$ cat src/rtl/display_timing_ctrl.sv
`default_nettype none
// ==== display_timing_ctrl : raster timing generator with shadowed frame base and per-line fetch requests ====
// ==== Rev 1.0 ====
module display_timing_ctrl #(
  parameter int          H_ACTIVE    = 640,
  parameter int          H_FP        = 16,
  parameter int          H_SYNC      = 96,
  parameter int          H_BP        = 48,
  parameter int          V_ACTIVE    = 480,
  parameter int          V_FP        = 10,
  parameter int          V_SYNC      = 2,
  parameter int          V_BP        = 33,
  parameter logic [29:0] LINE_STRIDE = 30'd640
) (
  input  logic        clk,
  input  logic        rst,
  input  logic        CLRVBLNK,
  input  logic [29:0] DISPADDR,
  input  logic        DISPON,
  output logic        VBLANK,
  output logic        HSYNC,
  output logic        VSYNC,
  output logic        DE,
  output logic        FETCH_REQ,
  output logic [29:0] FETCH_ADDR,
  output logic [9:0]  FETCH_LINE,
  input  logic        FETCH_ACK,
  output logic        SCAN_ON,
  output logic        UNDERRUN
);

  localparam int H_TOTAL = H_ACTIVE + H_FP + H_SYNC + H_BP;
  localparam int V_TOTAL = V_ACTIVE + V_FP + V_SYNC + V_BP;
  localparam int HW      = $clog2(H_TOTAL);
  localparam int VW      = $clog2(V_TOTAL);

  localparam logic [HW-1:0] H_LAST       = HW'(H_TOTAL - 1);
  localparam logic [HW-1:0] H_ACT        = HW'(H_ACTIVE);
  localparam logic [HW-1:0] H_SYNC_START = HW'(H_ACTIVE + H_FP);
  localparam logic [HW-1:0] H_SYNC_END   = HW'(H_ACTIVE + H_FP + H_SYNC);
  localparam logic [VW-1:0] V_LAST       = VW'(V_TOTAL - 1);
  localparam logic [VW-1:0] V_ACT        = VW'(V_ACTIVE);
  localparam logic [VW-1:0] V_SYNC_START = VW'(V_ACTIVE + V_FP);
  localparam logic [VW-1:0] V_SYNC_END   = VW'(V_ACTIVE + V_FP + V_SYNC);

  logic [HW-1:0] hcnt_q, hcnt_d;
  logic [VW-1:0] vcnt_q, vcnt_d;
  logic          hsync_q, hsync_d;
  logic          vsync_q, vsync_d;
  logic          de_q, de_d;
  logic          vblank_q, vblank_d;
  logic          scan_on_q, scan_on_d;
  logic [29:0]   acc_q, acc_d;
  logic          fetch_req_q, fetch_req_d;
  logic [29:0]   fetch_addr_q, fetch_addr_d;
  logic [9:0]    fetch_line_q, fetch_line_d;
  logic          underrun_q, underrun_d;

  logic          h_wrap;
  logic [VW-1:0] next_line;
  logic          vblank_evt;
  logic          line_pt;
  logic          fetch_pt;

  always_comb begin
    h_wrap     = (hcnt_q == H_LAST);
    next_line  = (vcnt_q == V_LAST) ? '0 : vcnt_q + 1'b1;
    vblank_evt = (hcnt_q == '0) && (vcnt_q == V_ACT);
    line_pt    = (hcnt_q == H_ACT) && (next_line < V_ACT);
    fetch_pt   = line_pt && scan_on_q;
  end

  always_comb begin
    hcnt_d       = h_wrap ? '0 : hcnt_q + 1'b1;
    vcnt_d       = h_wrap ? next_line : vcnt_q;
    hsync_d      = !((hcnt_q >= H_SYNC_START) && (hcnt_q < H_SYNC_END));
    vsync_d      = !((vcnt_q >= V_SYNC_START) && (vcnt_q < V_SYNC_END));
    de_d         = (hcnt_q < H_ACT) && (vcnt_q < V_ACT) && scan_on_q;
    vblank_d     = vblank_q;
    scan_on_d    = scan_on_q;
    acc_d        = acc_q;
    fetch_req_d  = fetch_req_q;
    fetch_addr_d = fetch_addr_q;
    fetch_line_d = fetch_line_q;
    underrun_d   = underrun_q;

    // Set takes priority over a same-cycle clear.
    if (vblank_evt) begin
      vblank_d = 1'b1;
    end else if (CLRVBLNK) begin
      vblank_d = 1'b0;
    end

    // The accumulator holds the address of the next line to fetch; it is
    // reloaded from the new base at vblank, so line 0 gets the base exactly.
    if (vblank_evt) begin
      scan_on_d = DISPON;
      acc_d     = DISPADDR;
    end else if (line_pt) begin
      acc_d = acc_q + LINE_STRIDE;
    end

    if (fetch_req_q && FETCH_ACK) begin
      fetch_req_d = 1'b0;
    end
    if (fetch_pt) begin
      if (fetch_req_q && !FETCH_ACK) begin
        underrun_d = 1'b1;
      end
      fetch_req_d  = 1'b1;
      fetch_addr_d = acc_q;
      fetch_line_d = 10'(next_line);
    end
  end

  always_ff @(posedge clk) begin
    if (!rst) begin
      hcnt_q       <= '0;
      vcnt_q       <= '0;
      hsync_q      <= 1'b1;
      vsync_q      <= 1'b1;
      de_q         <= 1'b0;
      vblank_q     <= 1'b0;
      scan_on_q    <= 1'b0;
      acc_q        <= '0;
      fetch_req_q  <= 1'b0;
      fetch_addr_q <= '0;
      fetch_line_q <= '0;
      underrun_q   <= 1'b0;
    end else begin
      hcnt_q       <= hcnt_d;
      vcnt_q       <= vcnt_d;
      hsync_q      <= hsync_d;
      vsync_q      <= vsync_d;
      de_q         <= de_d;
      vblank_q     <= vblank_d;
      scan_on_q    <= scan_on_d;
      acc_q        <= acc_d;
      fetch_req_q  <= fetch_req_d;
      fetch_addr_q <= fetch_addr_d;
      fetch_line_q <= fetch_line_d;
      underrun_q   <= underrun_d;
    end
  end

  assign VBLANK     = vblank_q;
  assign HSYNC      = hsync_q;
  assign VSYNC      = vsync_q;
  assign DE         = de_q;
  assign SCAN_ON    = scan_on_q;
  assign FETCH_REQ  = fetch_req_q;
  assign FETCH_ADDR = fetch_addr_q;
  assign FETCH_LINE = fetch_line_q;
  assign UNDERRUN   = underrun_q;

endmodule
`default_nettype wire

$ cat config.mk
export PLATFORM = sky130hd
export DESIGN_NAME = display_timing_ctrl
export DESIGN_NICKNAME = d
export VERILOG_FILES = /design/src/rtl/display_timing_ctrl.sv
export SDC_FILE = /design/constraint.sdc
export NUM_CORES = 1
export LEC_CHECK = 0
export ABC_CLOCK_PERIOD_IN_PS = 7400
export CAP_MARGIN = 10
export CORE_ASPECT_RATIO = 1.75
export CORE_MARGIN = 2
export CORE_UTILIZATION = 57
export DETAILED_ROUTE_END_ITERATION = 8
export PLACE_DENSITY = 0.91
export REMOVE_ABC_BUFFERS = 1
export SLEW_MARGIN = 20
export SYNTH_ARGS = -nofsm -noshare
export SYNTH_HDL_FRONTEND = slang
export SYNTH_SLANG_ARGS = --single-unit
$ cat constraint.sdc
create_clock -name clk -period 7.4 [get_ports clk]
set_input_delay 1.48 -clock clk [delete_from_list [all_inputs] [get_ports clk]]
set_output_delay 1.48 -clock clk [all_outputs]
set_load 0.01 [all_outputs]
# [Word-level counts from Yosys, hierarchy flattened]
# Cells that the tools add are included.
[word_totals] register_bits=97 latch_bits=0 mem_bits_rw=0 rom_bits=0 inputBits=35 word_cells=52 n_memories=0
[op_classes] n_addsub=3 n_mul=0 n_div=0 magnitude_cmp=7 eq_ne=4 shift=0 n_mux=7 bitwise_logic=1 reduce_logical=18
[op_table] cell="two-way mux 30 bit" count=2
[op_table] cell="adder 30 x 10 -> 30 bit, second input constant" count=1
[op_table] cell="== test 10 bit, second input constant" count=3
[op_table] cell="less-than comparator 10 x 9 -> 1 bit, second input constant" count=3
[op_table] cell="adder 10 x 1 -> 10 bit, second input constant" count=2
[op_table] cell="less-than comparator 10 bit, second input constant" count=2
[op_table] cell="== test 10 x 9 -> 1 bit, second input constant" count=1
[op_table] cell="greater-or-equal comparator 10 bit, second input constant" count=1
[op_table] cell="greater-or-equal comparator 10 x 9 -> 1 bit, second input constant" count=1
[op_table] cell="zero test 10 bit" count=1
[op_table] cell="two-way mux 10 bit" count=1
[op_table] cell="logical AND 1 bit" count=9
[op_table] cell="nonzero test 2 bit" count=3
[op_table] cell="two-way mux 1 bit" count=4
[op_table] cell="zero test 1 bit" count=3
[op_table] cell="AND reduction 2 bit" count=1
[op_table] cell="OR reduction 2 bit" count=1
[op_table] cell="NOT 1 bit" count=1

# [Depth between registers and ports, before layout]
[depth] word_depth=6 ltp_mapped=11 ltp_nobuf=8

# [Worst setup path after synthesis]
# OpenSTA, ideal clock, no wires.
[synth_timing] path_type="register -> register" startpoint="reg vcnt_q[1]" endpoint="reg fetch_addr_q[19] (netlist: FETCH_ADDR[19])" setup_ns=0.071 arrival_time_ns=2.386 required_time_ns=7.329 setup_slack_ns=4.943 path_stages_with_launch=9 n_path_buf=1 synth_period_minus_slack_ns=2.457 path_cell_list="dfxtp_1 > ha_1 > a21oi_1 > or3_4 > a32o_2 > a2111oi_4 > buf_6 > nand2_2 > a21oi_2"
[synth_via] elab_chain_cells=5 word_cells_on_any_way=6 classes_between="add/sub (1); order compare (1); eq/ne (1); mux (1); reduce/logical (2)"
[synth_rtl] item="from (decl)" line_no="47" text="logic [VW-1:0] vcnt_q, vcnt_d;"
[synth_rtl] item="from (signal assigned)" line_no="132" text="vcnt_q <= vcnt_d;"
[synth_rtl] item="adder 10 x 1 -> 10 bit / == test 10 bit (equally long branches)" line_no="67" text="next_line = (vcnt_q == V_LAST) ? '0 : vcnt_q + 1'b1;"
[synth_rtl] item="two-way mux 10 bit *" line_no="67"
[synth_rtl] item="less-than comparator 10 x 9 -> 1 bit *" line_no="69" text="line_pt = (hcnt_q == H_ACT) && (next_line < V_ACT);"
[synth_rtl] item="logical AND 1 bit *" line_no="69"
[synth_rtl] item="logical AND 1 bit *" line_no="70" text="fetch_pt = line_pt && scan_on_q;"
[synth_rtl] item="to (signal assigned)" line_no="140" text="fetch_addr_q <= fetch_addr_d;"
[synth_rtl] item="to (decl)" line_no="55" text="logic [29:0] fetch_addr_q, fetch_addr_d;"
# Mark *: on every way between the ends. The rest lies on a longest branch, timed or not.
# A chain may end at the register's enable or synchronous reset.

# [Worst setup path in the final report]
[layout_timing] startpoint="reg vcnt_q[1]" endpoint="reg fetch_line_q[0] (netlist: FETCH_LINE[0])"
[layout_via] elab_chain_cells=5 word_cells_on_any_way=6 classes_between="add/sub (1); order compare (1); eq/ne (1); mux (1); reduce/logical (2)"
[layout_rtl] item="adder 10 x 1 -> 10 bit / == test 10 bit (equally long branches)" line_no="67"
[layout_rtl] item="two-way mux 10 bit *" line_no="67"
[layout_rtl] item="less-than comparator 10 x 9 -> 1 bit" line_no="69"
[layout_rtl] item="logical AND 1 bit" line_no="69"
[layout_rtl] item="logical AND 1 bit" line_no="70"
[layout_rtl] item="to (signal assigned)" line_no="141" text="fetch_line_q <= fetch_line_d;"
[layout_rtl] item="to (decl)" line_no="56" text="logic [9:0] fetch_line_q, fetch_line_d;"
# Marks and branches as above.

==> results.yml <==
yosys:
  synth_compound_area_frac: 0.214
  yosys_warnings: 0
  synth_top_family_by_area: "simple AND/OR/NAND/NOR gates"
  synth-xor-area-share: 0.0656
  synth_fa_ha_area_frac: 0.0161
  ys_ff_latch: 97
  mappedNetlistArea_um2: 4670
  synthCells: 548
  avgSynthCellArea_um2: 8.53
  ys_seq_area_frac: 0.415
  synth.distinct_cells: 54
  synth-simple-area-share: 0.231
  synth_mux_area_frac: 0.00428
drt:
  met3_length_um: 575
  met1_length_um: 4390
  wire_per_inst_um: 16.7
  drt_iter0_drc: 422
  first_pass_iters: 5
  ant_nets: 0
  met2_length_um: 6280
  post-route-drc-count: 0
  viasPerCell: 6.10
  totalWireLength_um: 11700
  num_vias: 4255
  top_layer_used: "met4"
critical_path:
  critPathArrivalTime_ps: 3510
  path_cells: "ha_1, nand3_2, nor3_1, o22a_1, a211o_1, buf_4, nand3_1, o41ai_1"
  crit_slowest_cell: "o22a_1"
  max_stage_delay_ps: 580
  critPathRequiredTime_ps: 7650
  r2r-end: "FETCH_LINE[0]"
  ff2ff_path_depth: 8
  endpoint_kind: "flop"
  ff2ff_setup_slack_ps: 4140
  cp-startpoint: "vcnt_q[1]"
  crit_family: "compound AO/OA/AOI/OAI gates"
  cp_max_fo: 34
  worstPathBufferInverterCount: 1
  cp-start-kind: "flop"
  regToRegStartpoint: "vcnt_q[1]"
  worstSetupPathType: "reg -> reg"
hold_path:
  min_to: "FETCH_LINE[2]"
  hp-start: "FETCH_LINE[2]"
  holdPathStages: 2
  hp-class: "reg -> reg"
global_routing:
  grt_pass1_vias: 4052
  grt_overflow: 0
  grt_usage: 0.266
  antenna_found_initial: 0
  grt_max_degree: 39
  grt_first_pass_wirelength_um: 18700
placed_design:
  dp_hpwl_um: 8010
  port_buffers: 81
  pre_cts_ws_ps: 3070
  placed_cells: 684
  gp_congestion: 0.886
final_layout:
  nNetsFinal: 646
  area_growth_pct: 22.5
  drive_gt1_frac: 0.140
  stdcell_count: 698
  antenna_cells: 0
clock_tree:
  cts.clk_slew.worst_paths_ps: 60
  cts_setup_buffers: 0
  root_buffer: "clkbuf_16"
  ctsHtreeMaxLevel: 3
  cts.sinks: 97
  clk_path_buf_depth: 2
  postCtsHoldBufs: 0
  cts_resized: 0
  cts_tree: "built"
  cts_buffers: 9
  clkLatencyLatePin_ps: 350
power_and_ir_drop:
  p_leak_nw: 1.84
  pwr-share-comb: 0.038
  vdd_drop_max_uv: 129
  power_frac_clock: 0.459
  p_int_uw: 834
  powerDensity_nw_per_um2: 182
  p_sw_frac: 0.201
  switching_power_uw: 210
  power.share.sequential: 0.503
die:
  fp.dieW_um: 72.5
  rows: 43
  ios: 82
  die_area_um2: 8970
  fp.dieH_um: 124
  start_util: 0.587
  coreArea_um2: 7960
sta:
  hold_viol: 0
  drv_slew: 0
  fin_skew_ps: 7.55
  worstMarginPinSlew_ps: 818
  relSlewSlack: 0.453
  max_freq_mhz: 307
  setup_viol: 0
  rsz0062_at_grt: "no"
  setup_slack_ps: 4140
  tns_ps: 0
  period_share: 0.440
  fin_crit_ps: 3260
outcome:
  run_status: "complete, no violations"
job:
  drv_cap: 0
[worst min-delay path: cells and delay by family, from the launching register on]
| kind | cells | cell delay [ps] |
|---|---|---|
| AOI/OAI and AO/OA | 1 | 50 |
| DFF | 1 | 310 |
| and+or+nand+nor | 1 | 50 |
[cells in the final DEF, fill, tap and decap left out, types with 14 or more instances in the layout]
master	n
clkdlybuf4s50_1	80
nor2_1	27
nand2_2	28
xnor2_1	19
a21oi_1	47
xor2_1	16
dfxtp_1	97
nand3_1	17
a21oi_2	28
o21ai_0	31
a211oi_1	14
nand2_1	70
[stage by stage]
stage	power [mW]	hold slack, ps	utilization	instance area (um2)
2_1_floorplan	0.550	430	-	4470
3_5_place_dp	0.576	444	0.682	5430
6_report	1.04	451	0.719	5720
3_3_place_gp	0.575	439	0.682	5430
4_1_cts	1.05	451	0.720	5730
5_1_grt	1.07	469	0.719	5720
[per-layer routing]
metal	vias up	global-route usage
li1	2035	-
met1	2018	0.301
met2	159	0.470
met3	43	0.0388
met4	0	0.148
met5	-	0
[power by group through the flow]
stage,Clock (mW),Sequential (mW),Combinational [mW]
after floorplan,0,0.536,0.0134
after global placement,0,0.536,0.0387
after detailed placement,0,0.537,0.0397
after CTS,0.482,0.525,0.0402
after global routing,0.503,0.525,0.0426
final,0.480,0.525,0.0397
[layout make-up]
class | instances | area [um2]
clock buffers | 10 | 229
clock inverters | 4 | 70.1
fillers | 613 | 2240
inverters | 12 | 45.0
multi-input cells | 399 | 2480
flip-flops and latches | 97 | 1940
well taps | 90 | 113
repair buffers | 86 | 843
[state kept, by name (all words and copies together) (netlist names)]
register    cells
FETCH_LINE     10
UNDERRUN        1
VBLANK          1
HSYNC           1
FETCH_REQ       1
vcnt_q         10
VSYNC           1
SCAN_ON         1
FETCH_ADDR     30
hcnt_q         10
DE              1
acc_q          30
[synth_stat cells, drive strengths merged]
library cell | count | area share
nand2 | 99 | 0.096
dfxtp | 97 | 0.42
a21oi | 75 | 0.10
o21ai | 31 | 0.033
nor2 | 27 | 0.022
clkbuf | 24 | 0.019
nand3 | 19 | 0.022
xnor2 | 19 | 0.036
buf | 16 | 0.025
xor2 | 16 | 0.030
a211oi | 14 | 0.022
inv | 12 | 0.0096
nor3 | 11 | 0.012
and3 | 10 | 0.013
nand4 | 8 | 0.011
o2111ai | 7 | 0.013
and2 | 6 | 0.0080
ha | 6 | 0.016
or3 | 6 | 0.0091
o31ai | 4 | 0.0064
a2111oi | 3 | 0.0096
and4 | 3 | 0.0056
nand4b | 3 | 0.0056
nor4 | 3 | 0.0054
nor4b | 3 | 0.0056
a21o | 2 | 0.0032
a32o | 2 | 0.0046
mux2i | 2 | 0.0043
nand2b | 2 | 0.0027
nor3b | 2 | 0.0032
o21a | 2 | 0.0032
o22ai | 2 | 0.0027
or4 | 2 | 0.0032
a211o | 1 | 0.0019
a21boi | 1 | 0.0016
a32oi | 1 | 0.0019
and4bb | 1 | 0.0027
o2111a | 1 | 0.0024
o211ai | 1 | 0.0016
o22a | 1 | 0.0019
o41ai | 1 | 0.0019
or2 | 1 | 0.0013
or4b | 1 | 0.0021
[worst max path at each step]
stage	endpoint	slack, ps	cells past startpoint
after detailed placement	DE	3070	5
after global placement	DE	3160	5
after floorplan	FETCH_LINE[1]	3790	7
after global routing	FETCH_ADDR[13]	3870	8
after CTS	DE	3380	5
final	FETCH_LINE[0]	4140	8
[cells by family (layout without fill, tap and decap cells)]
| group | Yosys count | count (layout) |
|---|---|---|
| multiplexers | 2 | 2 |
| AND/OR/NAND/NOR | 207 | 207 |
| flip-flops | 97 | 97 |
| adder cells (fa/ha/maj) | 6 | 6 |
| AO/OA/AOI/OAI | 149 | 149 |
| buffers and inverters | 52 | 112 |
| XOR/XNOR | 35 | 35 |
(Power assumes the default switching activity.)
